<file path="src/rtl/mod_counter_pkg.sv">
// Shared types and helpers for the mod_counter timebase/index counter.
package mod_counter_pkg;

    typedef enum logic {DIR_DOWN, DIR_UP} cnt_dir_e;
    typedef enum logic {MODE_WRAP, MODE_SAT} cnt_mode_e;

    // Limit a requested load value to the highest legal count.
    function automatic logic [31:0] clamp_load(input logic [31:0] val, input logic [31:0] max);
        return (val > max) ? max : val;
    endfunction

endpackage

</file>
<file path="src/rtl/mod_counter_step.sv">
// Combinational step logic for mod_counter: next count plus wrap/sat flags.
// The boundary is compared before any add or subtract, so a full-range
// MAX_VAL (2**WIDTH-1) never depends on natural overflow.
module mod_counter_step
    import mod_counter_pkg::*;
#(
    parameter int unsigned WIDTH   = 6,
    parameter int unsigned MAX_VAL = 15
) (
    input  logic [WIDTH-1:0] count_i,
    input  cnt_dir_e         dir_i,
    input  cnt_mode_e        mode_i,
    output logic [WIDTH-1:0] next_o,
    output logic             wrap_o,
    output logic             sat_o
);

    localparam logic [WIDTH-1:0] MAX = WIDTH'(MAX_VAL);
    localparam logic [WIDTH-1:0] ONE = WIDTH'(1);

    // One step in the requested direction, wrapping or saturating at the ends.
    always_comb begin
        next_o = count_i;
        wrap_o = 1'b0;
        sat_o  = 1'b0;
        if (dir_i == DIR_UP) begin
            if (count_i == MAX) begin
                if (mode_i == MODE_SAT) begin
                    sat_o = 1'b1;
                end else begin
                    next_o = '0;
                    wrap_o = 1'b1;
                end
            end else begin
                next_o = count_i + ONE;
            end
        end else begin
            if (count_i == '0) begin
                if (mode_i == MODE_SAT) begin
                    sat_o = 1'b1;
                end else begin
                    next_o = MAX;
                    wrap_o = 1'b1;
                end
            end else begin
                next_o = count_i - ONE;
            end
        end
    end

endmodule

</file>
<file path="src/rtl/mod_counter.sv">
// Parametrised modulo counter with up/down, enable, load and wrap/saturate.
// Define MOD_COUNTER_ASSERT_EN to compile in the embedded assertions and covers.
module mod_counter
    import mod_counter_pkg::*;
#(
    parameter int unsigned WIDTH     = 6,
    parameter int unsigned MAX_VAL   = 15,
    parameter int unsigned RESET_VAL = 0,
    parameter int unsigned SAT_MODE  = 0
) (
    input  logic             clk,
    input  logic             rst,
    input  logic             en,
    input  logic             up,
    input  logic             load,
    input  logic [WIDTH-1:0] load_val,
    output logic [WIDTH-1:0] count,
    output logic             at_term,
    output logic             wrap,
    output logic             sat,
    output logic             load_err
);

    localparam logic [WIDTH-1:0] MAX  = WIDTH'(MAX_VAL);
    localparam logic [WIDTH-1:0] RVAL = WIDTH'(RESET_VAL);
    localparam cnt_mode_e        MODE = (SAT_MODE != 0) ? MODE_SAT : MODE_WRAP;

    logic [WIDTH-1:0] count_q, count_d;
    logic             wrap_q, wrap_d;
    logic             sat_q, sat_d;
    logic             lerr_q, lerr_d;

    logic [WIDTH-1:0] step_cnt;
    logic             step_wrap, step_sat;
    cnt_dir_e         dir;

    assign dir = up ? DIR_UP : DIR_DOWN;

    mod_counter_step #(
        .WIDTH   (WIDTH),
        .MAX_VAL (MAX_VAL)
    ) u_step (
        .count_i (count_q),
        .dir_i   (dir),
        .mode_i  (MODE),
        .next_o  (step_cnt),
        .wrap_o  (step_wrap),
        .sat_o   (step_sat)
    );

    // Next state: load beats step; pulses default low so they last one cycle.
    always_comb begin
        count_d = count_q;
        wrap_d  = 1'b0;
        sat_d   = 1'b0;
        lerr_d  = 1'b0;
        if (load) begin
            count_d = WIDTH'(clamp_load(32'(load_val), 32'(MAX_VAL)));
            lerr_d  = (load_val > MAX);
        end else if (en) begin
            count_d = step_cnt;
            wrap_d  = step_wrap;
            sat_d   = step_sat;
        end
    end

    // Counter and pulse registers; reset overrides load and enable.
    always_ff @(posedge clk) begin
        if (rst) begin
            count_q <= RVAL;
            wrap_q  <= 1'b0;
            sat_q   <= 1'b0;
            lerr_q  <= 1'b0;
        end else begin
            count_q <= count_d;
            wrap_q  <= wrap_d;
            sat_q   <= sat_d;
            lerr_q  <= lerr_d;
        end
    end

    assign count    = count_q;
    assign wrap     = wrap_q;
    assign sat      = sat_q;
    assign load_err = lerr_q;
    assign at_term  = up ? (count_q == MAX) : (count_q == '0);

`ifdef MOD_COUNTER_ASSERT_EN
    a_range: assert property (@(posedge clk) disable iff (rst) count_q <= MAX);
    a_wrap_end: assert property (@(posedge clk) disable iff (rst)
        wrap_q |-> (count_q == '0 || count_q == MAX));
    a_excl: assert property (@(posedge clk) disable iff (rst) !(wrap_q && sat_q));
    a_sat_nowrap: assert property (@(posedge clk) disable iff (rst)
        (SAT_MODE == 0) || !wrap_q);
    a_ld_clamp: assert property (@(posedge clk) disable iff (rst)
        (load && load_val > MAX) |=> count_q == MAX);

    c_wrap_up: cover property (@(posedge clk) disable iff (rst)
        (en && up && !load && count_q == MAX) ##1 wrap_q);
    c_wrap_dn: cover property (@(posedge clk) disable iff (rst)
        (en && !up && !load && count_q == '0) ##1 wrap_q);
    c_sat: cover property (@(posedge clk) disable iff (rst) sat_q);
`endif

endmodule

</file>
<file path="config.mk">
export PLATFORM = sky130hd
export DESIGN_NAME = mod_counter
export DESIGN_NICKNAME = d
export VERILOG_FILES = /design/src/rtl/mod_counter_pkg.sv /design/src/rtl/mod_counter_step.sv /design/src/rtl/mod_counter.sv
export SDC_FILE = /design/constraint.sdc
export NUM_CORES = 1
export LEC_CHECK = 0
export ABC_CLOCK_PERIOD_IN_PS = 2870
export BUFFER_PORTS_ARGS = -buffer_cell sky130_fd_sc_hd__buf_2
export CORE_MARGIN = 3
export CORE_UTILIZATION = 55
export DETAILED_ROUTE_END_ITERATION = 16
export HOLD_SLACK_MARGIN = 0.15
export PLACE_DENSITY = 0.9
export SETUP_SLACK_MARGIN = 0.5
export SLEW_MARGIN = 10
export SYNTH_ARGS = -nofsm -noshare
export SYNTH_HDL_FRONTEND = slang
export SYNTH_HIERARCHICAL = 1
export SYNTH_SLANG_ARGS = --single-unit
</file>
<file path="constraint.sdc">
create_clock -name clk -period 2.87 [get_ports clk]
set_input_delay 0.574 -clock clk [delete_from_list [all_inputs] [get_ports clk]]
set_output_delay 0.574 -clock clk [all_outputs]
set_load 0.01 [all_outputs]
</file>
-- Word level (Yosys, flattened, before mapping)
Index checks and enable logic that the tools add are counted.
- output and inout port bits: 10
- flip-flop bits (word level): 8
- input bits: 11
- add/subtract/negate cells: 2
- magnitude comparators: 2
- mux-type cells: 11
- reductions and logical operators: 4
- equality and inequality tests: 1
- bitwise logic cells: 2
- operators with widths (cell ; count):
    $mux 6 ; 6
    $gt 6x4->1 const B ; 2
    $add 6x1->6 const B ; 1
    $eq 6x4->1 const B ; 1
    $logic_not 6->1 ; 1
    $sub 6x1->6 const B ; 1
    $mux 1 ; 5
    $reduce_or 3->1 ; 1
    $not 1->1 ; 2
    $reduce_bool 2->1 ; 1
    $reduce_or 2->1 ; 1

-- Depth between registers and ports, before layout
Gate-level depths: netlist of run 1.
- depth after elaboration: 5
- gate-level depth with buffers: 8

-- Hierarchy
The synthesis of run 1 kept the hierarchy.
- modules (own cells, without submodules) (module ; area each (µm²) ; cells an instance ; times used):
    mod_counter_step ; 422.9 ; 61 ; 1
    mod_counter ; 396.6 ; 39 ; 1

-- Worst setup path after synthesis of run 1
Ideal clock, no wire load.
- path type: reg-to-reg
- from: register count_q[0], in the netlist count[0]
- to: register count_q[1], in the netlist count[1]
- cell stages (with the launch flop): 8
- data required time: 2775 ps
- path slack: 1040 ps
- period minus slack after synthesis: 1830 ps
- arrival time: 1735 ps
- path through: dfxtp_1 inv_2 ha_1 and3_1 o22a_1 o211ai_1 mux2i_1 a221oi_1
- longest elaborated chain between the ends: 5
- RTL lines (element ; RTL line ; RTL):
    from (decl) ; mod_counter.sv:28 ; logic [WIDTH-1:0] count_q, count_d;
    from (signal assigned) ; mod_counter.sv:75 ; count_q <= count_d;
    $sub 6x1->6 (tied with other cells) ; mod_counter_step.sv:46 ; next_o = count_i - ONE;
    $mux 6 (on tied branches) ; mod_counter_step.sv:38, mod_counter_step.sv:27 ;
    $mux 6 (*) ; mod_counter_step.sv:26 ; if (dir_i == DIR_UP) begin
    via step_cnt[1] ; mod_counter.sv:33 ; logic [WIDTH-1:0] step_cnt;
    $mux 6 (*) ; mod_counter.sv:60 ; end else if (en) begin
    $mux 6 (*) ; mod_counter.sv:57 ; if (load) begin
The timed path passes the listed nets; every way through them passes the cells marked *. The select of a mux whose other input is x is not followed.
A chain may end at the register's enable or synchronous reset.

-- Final worst setup path of run 1
- from: input port up
- to: output port at_term
- longest elaborated chain between the ends: 1
- RTL lines (element ; RTL line ; RTL):
    from (decl) ; mod_counter.sv:14 ; input logic up,
    $mux 1 ; mod_counter.sv:86 ; assign at_term = up ? (count_q == MAX) : (count_q == '0);
    to (decl) ; mod_counter.sv:18 ; output logic at_term,
Every way passes these cells.

==> run metrics, run 1 <==
cts bufs inserted 3; DR vias/cell 6.597; leakage 0.4258 nW; largest area contributor in the netlist dfxtp_1; Top-Level Pins 21; crit path max fanout 16; final hold viol count 0; drc violations 0; r2r worst-path depth 7; total power divided by cell area 404.0 nW/um^2; critical path start-end classification in -> out; buffer type at the clock tree root clkbuf_4; Die Wd 44.60 um; Longest Clk Path Bufs 2; post-DP HPWL 1499 um; slack of the worst reg-to-reg path 0.81 ns; run status finished, final reports clean; pin slew with the least headroom to its limit 0.5343 ns; vias in the first global route 818; data arrival time of the worst path 1.50 ns; worst-path cell with the longest stage delay or3b_1; HP Class in -> reg; Die Ht 44.60 um; antenna viol nets, final 0; Iter 0 DRT Violations 24; antenna violations before repair 0; synthesis-to-layout area growth 12.52%; final critical-path share of the clock period 0.7217; floorplan die area 1989 um^2; category of the worst setup path launch point primary input; weighted congestion reported at the end of routability-driven placement 0.8125; terminus of the critical flop-to-flop path count[1]; core area 1350 um^2; nature of the critical path endpoint primary output; worst r2r src count[0]; iteration count of the initial detailed-routing pass 4; Syn Area/Cell 8.195 um^2; number of diodes added for antenna fixing 0; most frequent cell on the critical path buf_2; capture endpoint of the worst hold path load_err; H-tree Lvls 1; worst ir drop on vdd 0.0002742 V; clock net sink count 9; final-report max-slew violation count 0; max frequency 0.4828 GHz; number of gates resized after cts 0; synth cell count leaders dfxtp_1 (9), mux2i_1 (8), nand2_1 (8), nor2_1 (6); unrepaired setup endpoints after global routing false; number of port buffers 20; routed wire length 2035 um; CP cell instances buf_2 -> or3b_1 -> o2bb2ai_1 -> buf_2; Async S/R FF share, synth 0; number of setup violations in the final report 0; Hold Path Depth 2; Seq/Total Area, Yosys 0.2198; number of enable flip-flop cells after synthesis 0; clock tree skew after final layout 0.005101 ns; Synth Register Bits 9; hold-fix buffer count after cts 0; data required time at the worst endpoint 2.30 ns; top cells by area in the synthesized netlist dfxtp_1 (22%), mux2i_1 (9.8%), a221oi_1 (5.3%), ha_1 (4.6%), buf_6 (4.1%); most frequently used cell type in the post-synthesis netlist dfxtp_1; number of vias in the routed layout 884; YS warnings 6; later-pin clock latency in the skew report 0.27 ns; clock-pin slew on the worst setup and hold paths 0.06 ns; initial core utilization 0.6070; wire length of the first global-routing pass 3367 um; number of standard cells after synthesis 100; Wirelength per Cell 15.19 um; Maximum Capacitance Violations 0; maximum number of pins on one net before global-route repair 17; Max transition margin 0.6433; Total GRT Usage 0.2322; nets 134; ratio of cells with drive above 1 in the final layout 0.2773; sum of negative setup slack 0 ns; TritonCTS clock tree done; critical path's largest stage delay 0.38 ns; postcts setup bufs 0; library cells used by synthesis 41; Final Critical Period 2.071 ns; summed instance area of the synthesized netlist 819.5 um^2; Synth Flop Type dfxtp_1; Yosys top cell area share 0.2198; final core occ 0.6830; Rows 13; Overflow after GRT 0; hold path start rst
-- power by group --
part / internal, mW / switching, mW / total (mW)
Sequential: 0.132 / 0.0213 / 0.153
Combinational: 0.0543 / 0.0653 / 0.120
Clock: 0.0537 / 0.0461 / 0.0998
Total: 0.240 / 0.133 / 0.373
-- metal layers --
metal | share of wire | GRT usage
met1 | 0.39 | 0.2561
met2 | 0.49 | 0.3782
met3 | 0.075 | 0.03252
met4 | 0.052 | 0.2108
met5 | 0 | 0
-- cell usage in the layout, fill, tap and decap left out, drive strengths merged, types with 3 or more instances in the layout --
cell	netlist	final
buf	4	20
dfxtp	9	9
mux2i	8	8
nand2	8	8
nor2	8	8
nor3	5	5
nor2b	5	5
a221oi	5	5
inv	5	5
a21oi	4	4
clkbuf	2	4
nand3	4	4
ha	3	3
and3	3	3
o211ai	3	3
-- area by class of cell --
class                      instances  area, um^2
clock buffer                       4       26.28
multi-input combinational         81       578.1
inverter                           5       18.77
tap                               15       18.77
fill                             103       427.9
timing repair buffer              20       100.1
sequential                         9       180.2
-- cells by family (layout without fill, tap and decap cells) --
kind of cell             Yosys count  after routing  synth area share
AO/OA/AOI/OAI                     25             25            0.2366
buffers and inverters             11             29           0.07939
XOR/XNOR                           1              1           0.01069
flip-flops                         9              9            0.2198
AND/OR/NAND/NOR                   42             42            0.3053
adder cells (fa/ha/maj)            3              3           0.04581
other                              1              2          0.004576
multiplexers                       8              8           0.09771
-- critical path, delay by kind of cell --
| family | cells | cell delay [ns] |
|---|---|---|
| simple gates | 1 | 0.38 |
| compound gates | 1 | 0.15 |
| buf+inv | 2 | 0.40 |
-- worst max path at each step --
stage                     startpoint  endpoint  slack (ns)  depth (start not counted)
final                             up   at_term        0.80                          4
after global routing        count[0]  count[1]        0.63                          7
after CTS                   count[0]  count[1]        0.80                          7
after detailed placement          up   at_term        0.82                          4
after global placement            up   at_term        0.83                          4
after floorplan             count[0]  count[1]        1.04                          7
-- metrics by stage --
step	std cells	hold WS [ns]	total power, mW	setup WS (ns)	area (um^2)
6_report	134	0.5796	0.3725	0.7987	922.1
5_1_grt	134	0.5885	0.3943	0.6256	922.1
4_1_cts	134	0.5766	0.3691	0.7994	922.1
3_5_place_dp	130	0.6497	0.2710	0.8175	895.9
3_3_place_gp	130	0.6570	0.2646	0.8275	895.9
2_1_floorplan	101	0.6255	0.2432	1.040	823.3
-- state kept, by name (all words and copies together) (netlist names) --
signal	cells
load_err	1
count	6
sat	1
wrap	1
(Power assumes the default switching activity.)
==> inputs of run 2 (changes only) <==
--- a/config.mk
+++ b/config.mk
@@ -5,13 +5,13 @@
 export SDC_FILE = /design/constraint.sdc
 export NUM_CORES = 1
 export LEC_CHECK = 0
-export ABC_CLOCK_PERIOD_IN_PS = 2870
+export ABC_CLOCK_PERIOD_IN_PS = 1750
 export BUFFER_PORTS_ARGS = -buffer_cell sky130_fd_sc_hd__buf_2
 export CORE_MARGIN = 3
-export CORE_UTILIZATION = 55
+export CORE_UTILIZATION = 46
 export DETAILED_ROUTE_END_ITERATION = 16
 export HOLD_SLACK_MARGIN = 0.15
-export PLACE_DENSITY = 0.9
+export PLACE_DENSITY = 0.82
 export SETUP_SLACK_MARGIN = 0.5
 export SLEW_MARGIN = 10
 export SYNTH_ARGS = -nofsm -noshare
==> constraint.sdc (replaced) <==
create_clock -name clk -period 1.75 [get_ports clk]
set_input_delay 0.35 -clock clk [delete_from_list [all_inputs] [get_ports clk]]
set_output_delay 0.35 -clock clk [all_outputs]
set_load 0.01 [all_outputs]
==> run 2 against run 1 <==
Effect of this change:
- non-clock buffer count rose by 20
- via count rose by 7.4%
- final cell count rose by 22%
- design area rose by 35%
- hold slack got worse by 0.21 ns
- sequential power rose by 59%
- sequential share of layout area fell by 3.2 points
- global-route usage rose by 0.75 points
- highest routed layer unchanged
==> run metrics, run 2 (synthesized netlist as in run 1, its figures left out) <==
final critical-path share of the clock period 0.9470; number of port buffers 20 (unchanged); number of vias in the routed layout 949 (+7.4%); slack of the worst reg-to-reg path 0.09 ns (-0.72 ns); share of total power in the clock network 0.230 (-0.038); worst r2r src count[1]; max frequency 0.6034 GHz; capture endpoint of the worst hold path count[4]; hold-fix buffer count after cts 0 (unchanged); Total GRT Usage 0.2397 (+0.007528); total power divided by cell area 575.3 nW/um^2 (+42%); part of the total power dissipated in sequential elements 0.342 (-0.069); worst ir drop on vdd 0.0006328 V (+130%); final hold viol count 0 (unchanged); final core occ 0.7787 (+0.09561); nature of the critical path endpoint flop; commonest cells after routing, fill and taps aside buf_2 (17), buf_4 (15), mux2i_1 (8), buf_6 (8), nand2_1 (8); initial core utilization 0.5141 (-0.09291); TritonCTS clock tree done; worst-path cell with the longest stage delay dfxtp_4; clock tree skew after final layout 0.002721 ns (-0.002380 ns); category of the worst setup path launch point flop; antenna viol nets, final 0 (unchanged); final-report max-slew violation count 0 (unchanged); leakage 0.5508 nW (+29%); vias in the first global route 880 (+7.6%); CP cell instances inv_6 -> ha_4 -> a211oi_1 -> a311o_1 -> o22ai_2 -> mux2i_1 -> a221oi_1; number of flip-flops in the largest register 6 (unchanged); sum of negative setup slack 0 ns (unchanged); leading cell type in the layout, fill and taps excluded buf_2; setup ws final 0.09273 ns (-0.7060 ns); data required time at the worst endpoint 1.91 ns (-0.39 ns); buffer type at the clock tree root clkbuf_4; non-filler instance count after layout 163 (+22%); critical path start-end classification reg -> reg; post-DP HPWL 1580 um (+5.4%); ratio of cells with drive above 1 in the final layout 0.4964 (+0.2191); critical path's largest stage delay 0.39 ns (about the same); combinational group share of total power 0.428 (+0.107); Overflow after GRT 0 (unchanged); data arrival time of the worst path 1.82 ns (+0.32 ns); HP Class in -> reg; r2r worst-path depth 7 (unchanged); Longest Clk Path Bufs 2 (unchanged); Rows 14 (+1); Die Ht 48.21 um (+8.1%); cell-internal power 0.4600 mW (+92%); Wirelength per Cell 15.59 um (+2.6%); switching part of the total power 0.3558 (-0.0004102); unrepaired setup endpoints after global routing true; Maximum Capacitance Violations 0 (unchanged); CP bufs+invs 1 (-1); cts bufs inserted 3 (unchanged); number of diodes added for antenna fixing 0 (unchanged); synthesis-to-layout area growth 51.45%; weighted congestion reported at the end of routability-driven placement 0.8129 (about the same); H-tree Lvls 1 (unchanged); clock-pin slew on the worst setup and hold paths 0.06 ns (about the same); maximum number of pins on one net before global-route repair 11 (-6); DR vias/cell 5.822 (-12%); run status finished, final reports clean; iteration count of the initial detailed-routing pass 4 (unchanged); Final Critical Period 1.657 ns; later-pin clock latency in the skew report 0.26 ns (about the same); depth of the critical timing path with buffers and inverters included 7 (+3); nets 154 (+15%); Iter 0 DRT Violations 32 (+33%); Hold Path Depth 2 (unchanged); clock net sink count 9 (unchanged); net switching power figure 0.2541 mW (+91%); terminus of the critical flop-to-flop path count[3]; minimum setup slack after placement 0.1149 ns (-0.7026 ns); wire length of the first global-routing pass 3870 um (+15%); Top-Level Pins 21 (unchanged); number of setup violations in the final report 0 (unchanged); Critical Path Start count[1]; fill cell total of the finished layout 109 (+5.8%); core area 1594 um^2 (+18%); hold path start load; drc violations 0 (unchanged); routed wire length 2541 um (+25%); crit path max fanout 6 (-10); floorplan die area 2324 um^2 (+17%); cell family with the largest share of critical-path delay compound AO/OA/AOI/OAI gates; instance count after placement with tap cells included 140 (+7.7%); Die Wd 48.21 um (+8.1%); antenna violations before repair 0 (unchanged)
## run 2: what timing repair did
item                       CTS  global route
gates resized for setup      5            11
setup buffers               17             2
pin swaps                   11             3
setup endpoints to repair    8            13
## run 2: how the worst max path moves through the flow
stage | end | slack (ns)
6_report | count[3] | 0.09
5_1_grt | count[1] | 0.03
4_1_cts | at_term | 0.13
3_5_place_dp | count[5] | 0.11
3_3_place_gp | count[3] | 0.11
2_1_floorplan | count[1] | 0.23
## run 2: cell type report
| class | instances | area (um^2) | share of cell area |
|---|---|---|---|
| clock buffers | 4 | 26.28 | 0.02117 |
| inverters | 5 | 28.78 | 0.02319 |
| multi-input cells | 81 | 665.6 | 0.5363 |
| flip-flops and latches | 9 | 202.7 | 0.1633 |
| well taps | 24 | 30.03 | 0.02419 |
| repair buffers | 40 | 287.8 | 0.2319 |
## run 2: stage by stage
step,power [mW],instance area [um^2],hold WS (ns)
6_report,0.7140,1241,0.3663
5_1_grt,0.7568,1241,0.3654
4_1_cts,0.6843,1176,0.3623
3_5_place_dp,0.4726,996.0,0.6011
3_3_place_gp,0.4665,996.0,0.5810
2_1_floorplan,0.4214,904.6,0.4194
## run 2: per-layer routing
metal / global-route usage / wire [um] / part of all wire
met4: 0.1129 / 71 / 0.028
met2: 0.4193 / 1316 / 0.52
met1: 0.2665 / 1014 / 0.40
met3: 0.06273 / 138 / 0.054
met5: 0 / 0 / 0
## run 2: power groups by stage
stage               sequential, mW  combinational, mW  clock [mW]
floorplan                    0.243              0.178           0
global placement             0.255              0.211           0
detailed placement           0.257              0.215           0
CTS                          0.242              0.275       0.168
global route                 0.247              0.326       0.184
finish                       0.244              0.306       0.164
## run 2: worst register-to-register path, delay by kind of cell (launching register included)
family          cells  cell delay [ns]
buf+inv             1             0.09
fa+ha+maj           1             0.17
flops               1             0.39
mux                 1             0.10
compound gates      4             0.81
